===== src/rtl/iob_regfile_2p_drv.sv =====
// Initiator-side driver for the two-port register file: turns IOb byte requests into
// packed {raddr, waddr, wstrb, wdata} words, splits wide writes into bytes and sequences a clear.
module iob_regfile_2p_drv #(
    parameter  int unsigned N       = 8,
    parameter  int unsigned DATA_W  = 32,
    parameter  int unsigned ADDR_W  = $clog2(N),
    localparam int unsigned WSTRB_W = DATA_W / 8,
    localparam int unsigned WADDR_W = $clog2(N),
    localparam int unsigned RADDR_W = $clog2(N * 8),
    localparam int unsigned REQ_W   = RADDR_W + WADDR_W + WSTRB_W + DATA_W
) (
    input  logic               clk_i,
    input  logic               arst_n_i,
    input  logic               cke_i,
    input  logic               iob_valid_i,
    input  logic [ADDR_W-1:0]  iob_addr_i,
    input  logic [DATA_W-1:0]  iob_wdata_i,
    input  logic [WSTRB_W-1:0] iob_wstrb_i,
    output logic               iob_ready_o,
    output logic               iob_rvalid_o,
    output logic [DATA_W-1:0]  iob_rdata_o,
    input  logic               clear_i,
    output logic               busy_o,
    output logic               wen_o,
    output logic [REQ_W-1:0]   req_o,
    input  logic [DATA_W-1:0]  resp_i
);

    localparam int unsigned LSB_W = $clog2(WSTRB_W);

    typedef enum logic [1:0] {
        IDLE,
        WR,
        CLR
    } state_t;

    state_t               state_q, state_d;
    logic                 init_q, init_d;
    logic [WSTRB_W-1:0]   mask_q, mask_d;
    logic [ADDR_W-1:0]    base_q, base_d;
    logic [DATA_W-1:0]    wdata_q, wdata_d;
    logic [WADDR_W-1:0]   cnt_q, cnt_d;
    logic [RADDR_W-1:0]   raddr_q, raddr_d;
    logic                 rvalid_q, rvalid_d;
    logic [DATA_W-1:0]    rdata_q, rdata_d;

    logic [RADDR_W-1:0]   req_raddr;
    logic [WADDR_W-1:0]   req_waddr;
    logic [WSTRB_W-1:0]   req_wstrb;
    logic [DATA_W-1:0]    req_wdata;
    logic                 wen;
    logic                 ready;

    logic [WSTRB_W-1:0]   sel_oh;
    logic [7:0]           sel_byte;
    logic                 sel_ok;
    logic [DATA_W-1:0]    rd_keep;

    // Lowest pending byte of the split write; descending scan leaves the lowest set bit.
    always_comb begin
        sel_oh   = '0;
        sel_byte = '0;
        sel_ok   = 1'b0;
        for (int unsigned b = WSTRB_W; b > 0; b--) begin
            if (|(mask_q & (WSTRB_W'(1) << (b - 1)))) begin
                sel_oh   = WSTRB_W'(1) << (b - 1);
                sel_byte = 8'(wdata_q >> (8 * (b - 1)));
                sel_ok   = (32'(base_q) + b - 1) < N;
            end
        end
    end

    // Byte lanes of a read that fall past the last register are returned as zero.
    always_comb begin
        rd_keep = '0;
        for (int unsigned k = 0; k < WSTRB_W; k++) begin
            if ((32'(iob_addr_i) + k) < N) begin
                rd_keep = rd_keep | (DATA_W'(8'hFF) << (8 * k));
            end
        end
    end

    always_comb begin
        state_d   = state_q;
        init_d    = init_q;
        mask_d    = mask_q;
        base_d    = base_q;
        wdata_d   = wdata_q;
        cnt_d     = cnt_q;
        raddr_d   = raddr_q;
        rvalid_d  = rvalid_q;
        rdata_d   = rdata_q;
        req_raddr = raddr_q;
        req_waddr = '0;
        req_wstrb = '0;
        req_wdata = '0;
        wen       = 1'b0;
        ready     = init_q && cke_i && (state_q == IDLE) && !clear_i;

        if (cke_i) begin
            init_d   = 1'b1;
            rvalid_d = 1'b0;
            case (state_q)
                IDLE: begin
                    if (init_q) begin
                        if (clear_i) begin
                            state_d = CLR;
                            cnt_d   = '0;
                        end else if (iob_valid_i) begin
                            if (iob_wstrb_i == '0) begin
                                req_raddr = RADDR_W'(iob_addr_i) << 3;
                                raddr_d   = req_raddr;
                                rvalid_d  = 1'b1;
                                rdata_d   = resp_i & rd_keep;
                            end else begin
                                base_d  = iob_addr_i & ~ADDR_W'((1 << LSB_W) - 1);
                                wdata_d = iob_wdata_i;
                                mask_d  = iob_wstrb_i;
                                state_d = WR;
                            end
                        end
                    end
                end
                WR: begin
                    req_waddr = WADDR_W'(base_q);
                    req_wstrb = sel_oh;
                    req_wdata = {WSTRB_W{sel_byte}};
                    wen       = sel_ok;
                    mask_d    = mask_q & ~sel_oh;
                    if ((mask_q & ~sel_oh) == '0) begin
                        state_d = IDLE;
                    end
                end
                CLR: begin
                    req_waddr = cnt_q;
                    req_wstrb = WSTRB_W'(1);
                    wen       = 1'b1;
                    if (cnt_q == WADDR_W'(N - 1)) begin
                        cnt_d   = '0;
                        state_d = IDLE;
                    end else begin
                        cnt_d = cnt_q + WADDR_W'(1);
                    end
                end
                default: begin
                    state_d = IDLE;
                end
            endcase
        end
    end

    always_ff @(posedge clk_i or negedge arst_n_i) begin
        if (!arst_n_i) begin
            state_q  <= IDLE;
            init_q   <= 1'b0;
            mask_q   <= '0;
            base_q   <= '0;
            wdata_q  <= '0;
            cnt_q    <= '0;
            raddr_q  <= '0;
            rvalid_q <= 1'b0;
            rdata_q  <= '0;
        end else begin
            state_q  <= state_d;
            init_q   <= init_d;
            mask_q   <= mask_d;
            base_q   <= base_d;
            wdata_q  <= wdata_d;
            cnt_q    <= cnt_d;
            raddr_q  <= raddr_d;
            rvalid_q <= rvalid_d;
            rdata_q  <= rdata_d;
        end
    end

    assign iob_ready_o  = ready;
    assign iob_rvalid_o = rvalid_q;
    assign iob_rdata_o  = rdata_q;
    assign busy_o       = (state_q != IDLE);
    assign wen_o        = wen;
    assign req_o        = {req_raddr, req_waddr, req_wstrb, req_wdata};

endmodule

===== config.mk =====
export PLATFORM = sky130hd
export DESIGN_NAME = iob_regfile_2p_drv
export DESIGN_NICKNAME = d
export VERILOG_FILES = /design/src/rtl/iob_regfile_2p_drv.sv
export SDC_FILE = /design/constraint.sdc
export NUM_CORES = 1
export LEC_CHECK = 0
export ABC_AREA = 1
export ABC_CLOCK_PERIOD_IN_PS = 1800
export CAP_MARGIN = 5
export CORE_ASPECT_RATIO = 0.9
export CORE_MARGIN = 3
export CORE_UTILIZATION = 30
export DETAILED_ROUTE_END_ITERATION = 12
export SLEW_MARGIN = 20
export SYNTH_ARGS = -nofsm -noshare
export SYNTH_HDL_FRONTEND = slang
export SYNTH_SLANG_ARGS = --single-unit
export TNS_END_PERCENT = 20

===== constraint.sdc =====
create_clock -name clk_i -period 1.8 [get_ports clk_i]
set_input_delay 0.18 -clock clk_i [delete_from_list [all_inputs] [get_ports clk_i]]
set_output_delay 0.18 -clock clk_i [all_outputs]
set_load 0.05 [all_outputs]

# == After elaboration in Yosys (flattened, before gate mapping) ==
# Cells that the tools add are included.
# Widths: inputs -> output; s select.
# classes
n_lt_le_gt_ge,8
bitwise_logic,5
n_reduce_logical,15
n_eq_ne,12
muxes,51
add_sub_neg,12
# op_table
op,count
$lt 32x4->1 const B,4
$mux 32,3
$mux 8,5
$mux 4,9
$mux 6,6
$and 32x32->32,1
$mux 24,1
$reduce_and 6->1,4
$sub 4x1->5 const B,4
$add 3x2->4 const B,4
$mux 16,1
$pmux 4 s2,2
$ne 2x2->1 const B,7
$lt 4x4->1 const B,3
$mux 2,6
$mux 3,4
$pmux 3 s2,2
$mux 1,10
$add 3x1->4 const B,2
$logic_not 4->1,2
$ne 3x3->1 const B,2
$pmux 2 s3,1
$reduce_bool 2->1,3
$add 3x3->4 const B,1
other kinds (13),16
# word_totals
word_cells,112
regBits,82
output_inout_bits,81
in_bits,76

# == Longest topological paths before layout ==
# Gate-level depths: netlist of run 1.
# logic_depth
ltp_word,9
depth_mapped,10
mapped_depth_nobuf,10

# == Least setup slack after synthesis of run 1 ==
# Ideal clock, no wire load.
# synth_timing
kind,flip-flop to output port
from,register state_q[1]
to,output req_o[34]
setup_slack_ps,-954
path_stages_with_launch,8
required_time_ps,1620
t_arrival_ps,2574
n_path_buf,1
path_cell_list,dfrtp_1 inv_1 ha_1 clkbuf_1 nand2_1 clkinv_1 nand2_1 nor4_1
# synth_via
elab_chain_cells,3
elab_cells_between_ends,4
cone_classes,eq/ne: 2; mux: 2
# synth_rtl
element,line_no,text
start: declaration,37,"state_t state_q, state_d;"
start signal: assignment,164,state_q <= state_d;
$eq 2x2->1 or $eq 2x1->1 (tied branches),103,case (state_q)
$pmux 4 s2 *,103,
$mux 4 *,100,if (cke_i) begin
end: declaration,25,"output logic [REQ_W-1:0] req_o,"
# Every way passes the cells marked *; elsewhere a longest branch is shown, timed or not.

# == Worst setup path after layout of run 1 ==
# layout_timing
from,register state_q[0]
to,output req_o[41]
# layout_via
elab_chain_cells,3
# layout_rtl
element,line_no
$logic_not 2->1,103
$mux 6,103
$mux 6,--
# Every way passes these cells.

==> results of run 1 <==
-- per-stage QoR --
| step | setup slack, ps | total power [mW] | instance area, um^2 |
|---|---|---|---|
| 6_report | -194.0 | 8.906 | 6695 |
| 5_1_grt | -314.2 | 9.428 | 6695 |
| 4_1_cts | -246.6 | 8.828 | 6598 |
| 3_5_place_dp | -97.97 | 6.863 | 6222 |
| 3_3_place_gp | -91.38 | 6.784 | 6222 |
| 2_1_floorplan | -306.7 | 5.216 | 4089 |
-- path summary, 6_finish.rpt --
check | endpoint | slack (ps) | cells past startpoint
worst max-delay path | req_o[41] | -190 | 8
worst min-delay path | wdata_q[13] | 260 | 2
worst max register to register | iob_rdata_o[25] | 140 | 9
worst min register to register | init_q | 460 | 1
max in group asynchronous | iob_rdata_o[29] | 890 | 3
min in group clk_i | iob_rdata_o[2] | 370 | 3
-- power by group through the flow --
stage | registers, mW | logic, mW | clock network [mW]
global placement | 2.76 | 4.02 | 0
global route | 2.84 | 4.56 | 2.02
floorplan | 3.09 | 2.12 | 0
detailed placement | 2.78 | 4.08 | 0
CTS | 2.76 | 4.14 | 1.93
finish | 2.78 | 4.25 | 1.88
-- flip-flops by register name, summed over array words and instances (netlist names) --
name and count:
init_q 1, iob_rdata_o 32, iob_rvalid_o 1, raddr_q 6, mask_q 4, wdata_q 32, state_q 2, cnt_q 3
base_q 1
-- per-layer routing --
layer  track usage  up-vias
met5             0        -
met1        0.2119     1759
li1              -     1838
met4       0.04932        0
met2        0.2532      109
met3       0.04804       10
-- placed cells by master (no fill, tap or decap), types with 3 or more instances in the layout --
cell               n
nand2_2            4
nand3b_1           8
a21oi_2            3
nand3_1           40
nand2_4            3
o21ai_2            5
buf_4             39
nor2_1             9
o21ai_0           14
a21oi_1            7
nor2_2             5
inv_2              4
nor2_4             9
clkdlybuf4s50_1  106
buf_12            46
dfrtp_1           81
nand2_1          181
clkbuf_16          9
inv_1             23
o21ai_1           16
o221ai_2           6
-- final cells by class --
cell class                 instances  area [um^2]
fill                            1107         5714
timing repair buffer             192         2285
sequential                        82         2053
multi-input combinational        326         1727
clock buffer                      12        256.5
tap                              160        200.2
inverter                          29        115.1
clock inverter                     4        50.05
timing repair inverter             1        8.758
-- cell families (layout without fill, tap and decap cells) --
kind of cell,Yosys count,after routing,share of synthesized area
buf+inv,72,238,0.09968
flops,82,82,0.5240
compound gates,56,56,0.08019
simple gates,264,265,0.2802
fa+ha+maj,5,5,0.01597
-- repair_timing --
action                                  CTS  global route
endpoints found under the hold margin    16             0
pin swaps                                 6             4
setup buffers                             1             3
endpoints found under the setup margin   47            61
hold buffers                              1             0
gates cloned                              1             1
resized for setup                        15            17
==> summary.txt, run 1 <==
Run status
  • Status: finished with violations
  • Failing checks: setup timing

Route
  • Via density: around 4.6
  • Post-detailed-route count of antenna-violating nets: 0
  • Met3 routed WL: 806 um
  • Vias: roughly 3,700
  • Top Metal Used: met4
  • Routed wire length: 11,750 um
  • DR iter-0 viols: roughly 180
  • Wire per inst: between 10 and 15 um
  • DRT met1 WL: roughly 5200 um
  • WL met2: 5597 um
  • # DRC: 0
  • Initial DRT Pass Iterations: 4

Timing
  • Final worst slack: -194.0 ps
  • Max_slew headroom: 0.6479
  • Worst Max-Slew Pin Slew: ~530 ps
  • Final Hold Slack: ~260 ps
  • Fin Clk Skew: 3.967 ps
  • Sum Neg Setup Slack: -6045 ps
  • Final setup vio count: 43
  • Maximum clock rate: 501.5 MHz
  • Minimum clock period: ~2000 ps
  • Slew Limit Fails: 0
  • Period utilization: 1.108
  • RSZ-0062 raised after global routing: yes
  • Final Hold Viols: 0

Cells and area
  • Finished Core Util: 0.5395
  • Area delta synth->final: 70.96%
  • Layout Cells excl Fill: 806
  • Nets: between 700 and 800
  • Layout cells sized above 1: 0.2353
  • Antenna diodes: 0

Clocking
  • Maximum clock path buffer count: 2
  • CTS HTree Levels: 3
  • CTS tree: done
  • Clk Latency, worst-skew pair: roughly 340 ps
  • TritonCTS Buffers: 9
  • CTS root buffer: clkbuf_16
  • CTS sink cnt: 82
  • Clock-pin slew on the worst setup and hold paths: roughly 60 ps

Worst setup path
  • Setup CP Type: flop to output pin
  • Crit path largest cell delay: between 400 and 500 ps
  • Critical path buffers and inverters: 3
  • Req. time, crit path: ~1600 ps
  • Setup crit start: state_q[0]
  • CP max FO: 6
  • Worst-path cell chain: inv_2 -> ha_4 -> nand2_4 -> nor3_4 -> nand2_4 -> inv_2 -> nor2_1 -> buf_4
  • Critical path capture point type: output pin
  • Startpoint Class: flop
  • Worst EP arrival: between 1500 and 2000 ps
  • Crit-path leading delay family: simple AND/OR/NAND/NOR gates
  • Slowest CP cell: dfrtp_1
  • Reg2reg start: state_q[0]

Die
  • Cell Rows: 38
  • Initial Util: 0.3156
  • Chip width: ~130 um
  • Die area: between 10,000 and 15,000 um^2
  • Boundary pin count: 157
  • Core Area: approximately 12,000 um^2
  • Die height: approximately 110 um

Flow run
  • Max-cap violations: 0

Synthesis
  • Flops & latches, synth: between 80 and 90
  • Top-area cell type share of the netlist area: 0.5240
  • Post-synth ARST share: 1.000
  • Syn Area/Cell: roughly 8 um^2
  • YS warnings: 0
  • Yosys cell types: 24
  • Post-synth EDFFs: 0
  • Cell taking the most area after synthesis: dfrtp_1
  • Cells after synthesis: approximately 480
  • Top-count cell post-synth: nand2_1
  • Synth Cell Area: around 3900 um^2
  • Ys flop type: dfrtp_1
  • Top cells by count, synth: nand2_1, dfrtp_1, nand3_1
  • Syn Nets: 560
  • Main area contributors after synthesis: dfrtp_1, nand2_1, nand3_1
  • Sequential-to-total area share from yosys stat: 0.5240

Pwr
  • Pwr/cell area: between 1000 and 1500 nW/um^2
  • Int Power: between 5 and 6 mW
  • Worst VDD drop: 680.6 uV
  • Reg power frac: 0.312
  • Combinational group share of total power: 0.477
  • Sw Pwr: approximately 3.7 mW
  • Sw Share: 0.4098
  • P_leak: ~3.1 nW
  • Clock power share: 0.211

Global routing
  • All-Layer GR Usage: 0.1599
  • First-pass GRT wire length: between 15,000 and 20,000 um
  • Total gr overflow: 0
  • Vias in the first global route: 3,687
  • Largest net degree at the start of global routing: 39
  • Initial antenna violation count: 0

Placement
  • PortBufs: between 150 and 200
  • Final HPWL DP: 8782 um
  • DP Cell Count: about 800
  • RD Place Congestion: around 0.83

Worst hold path
  • Hold crit path type: input port to asynchronous set/reset pin
Power figures use the tool's default switching activity.
==> run 2: changes to the inputs <==
--- a/config.mk
+++ b/config.mk
@@ -12,7 +12,6 @@
 export CORE_MARGIN = 3
 export CORE_UTILIZATION = 30
 export DETAILED_ROUTE_END_ITERATION = 12
-export SLEW_MARGIN = 20
 export SYNTH_ARGS = -nofsm -noshare
 export SYNTH_HDL_FRONTEND = slang
 export SYNTH_SLANG_ARGS = --single-unit
==> results of run 2 <==
The final DEF is identical to that of run 1; final timing and power are the same.
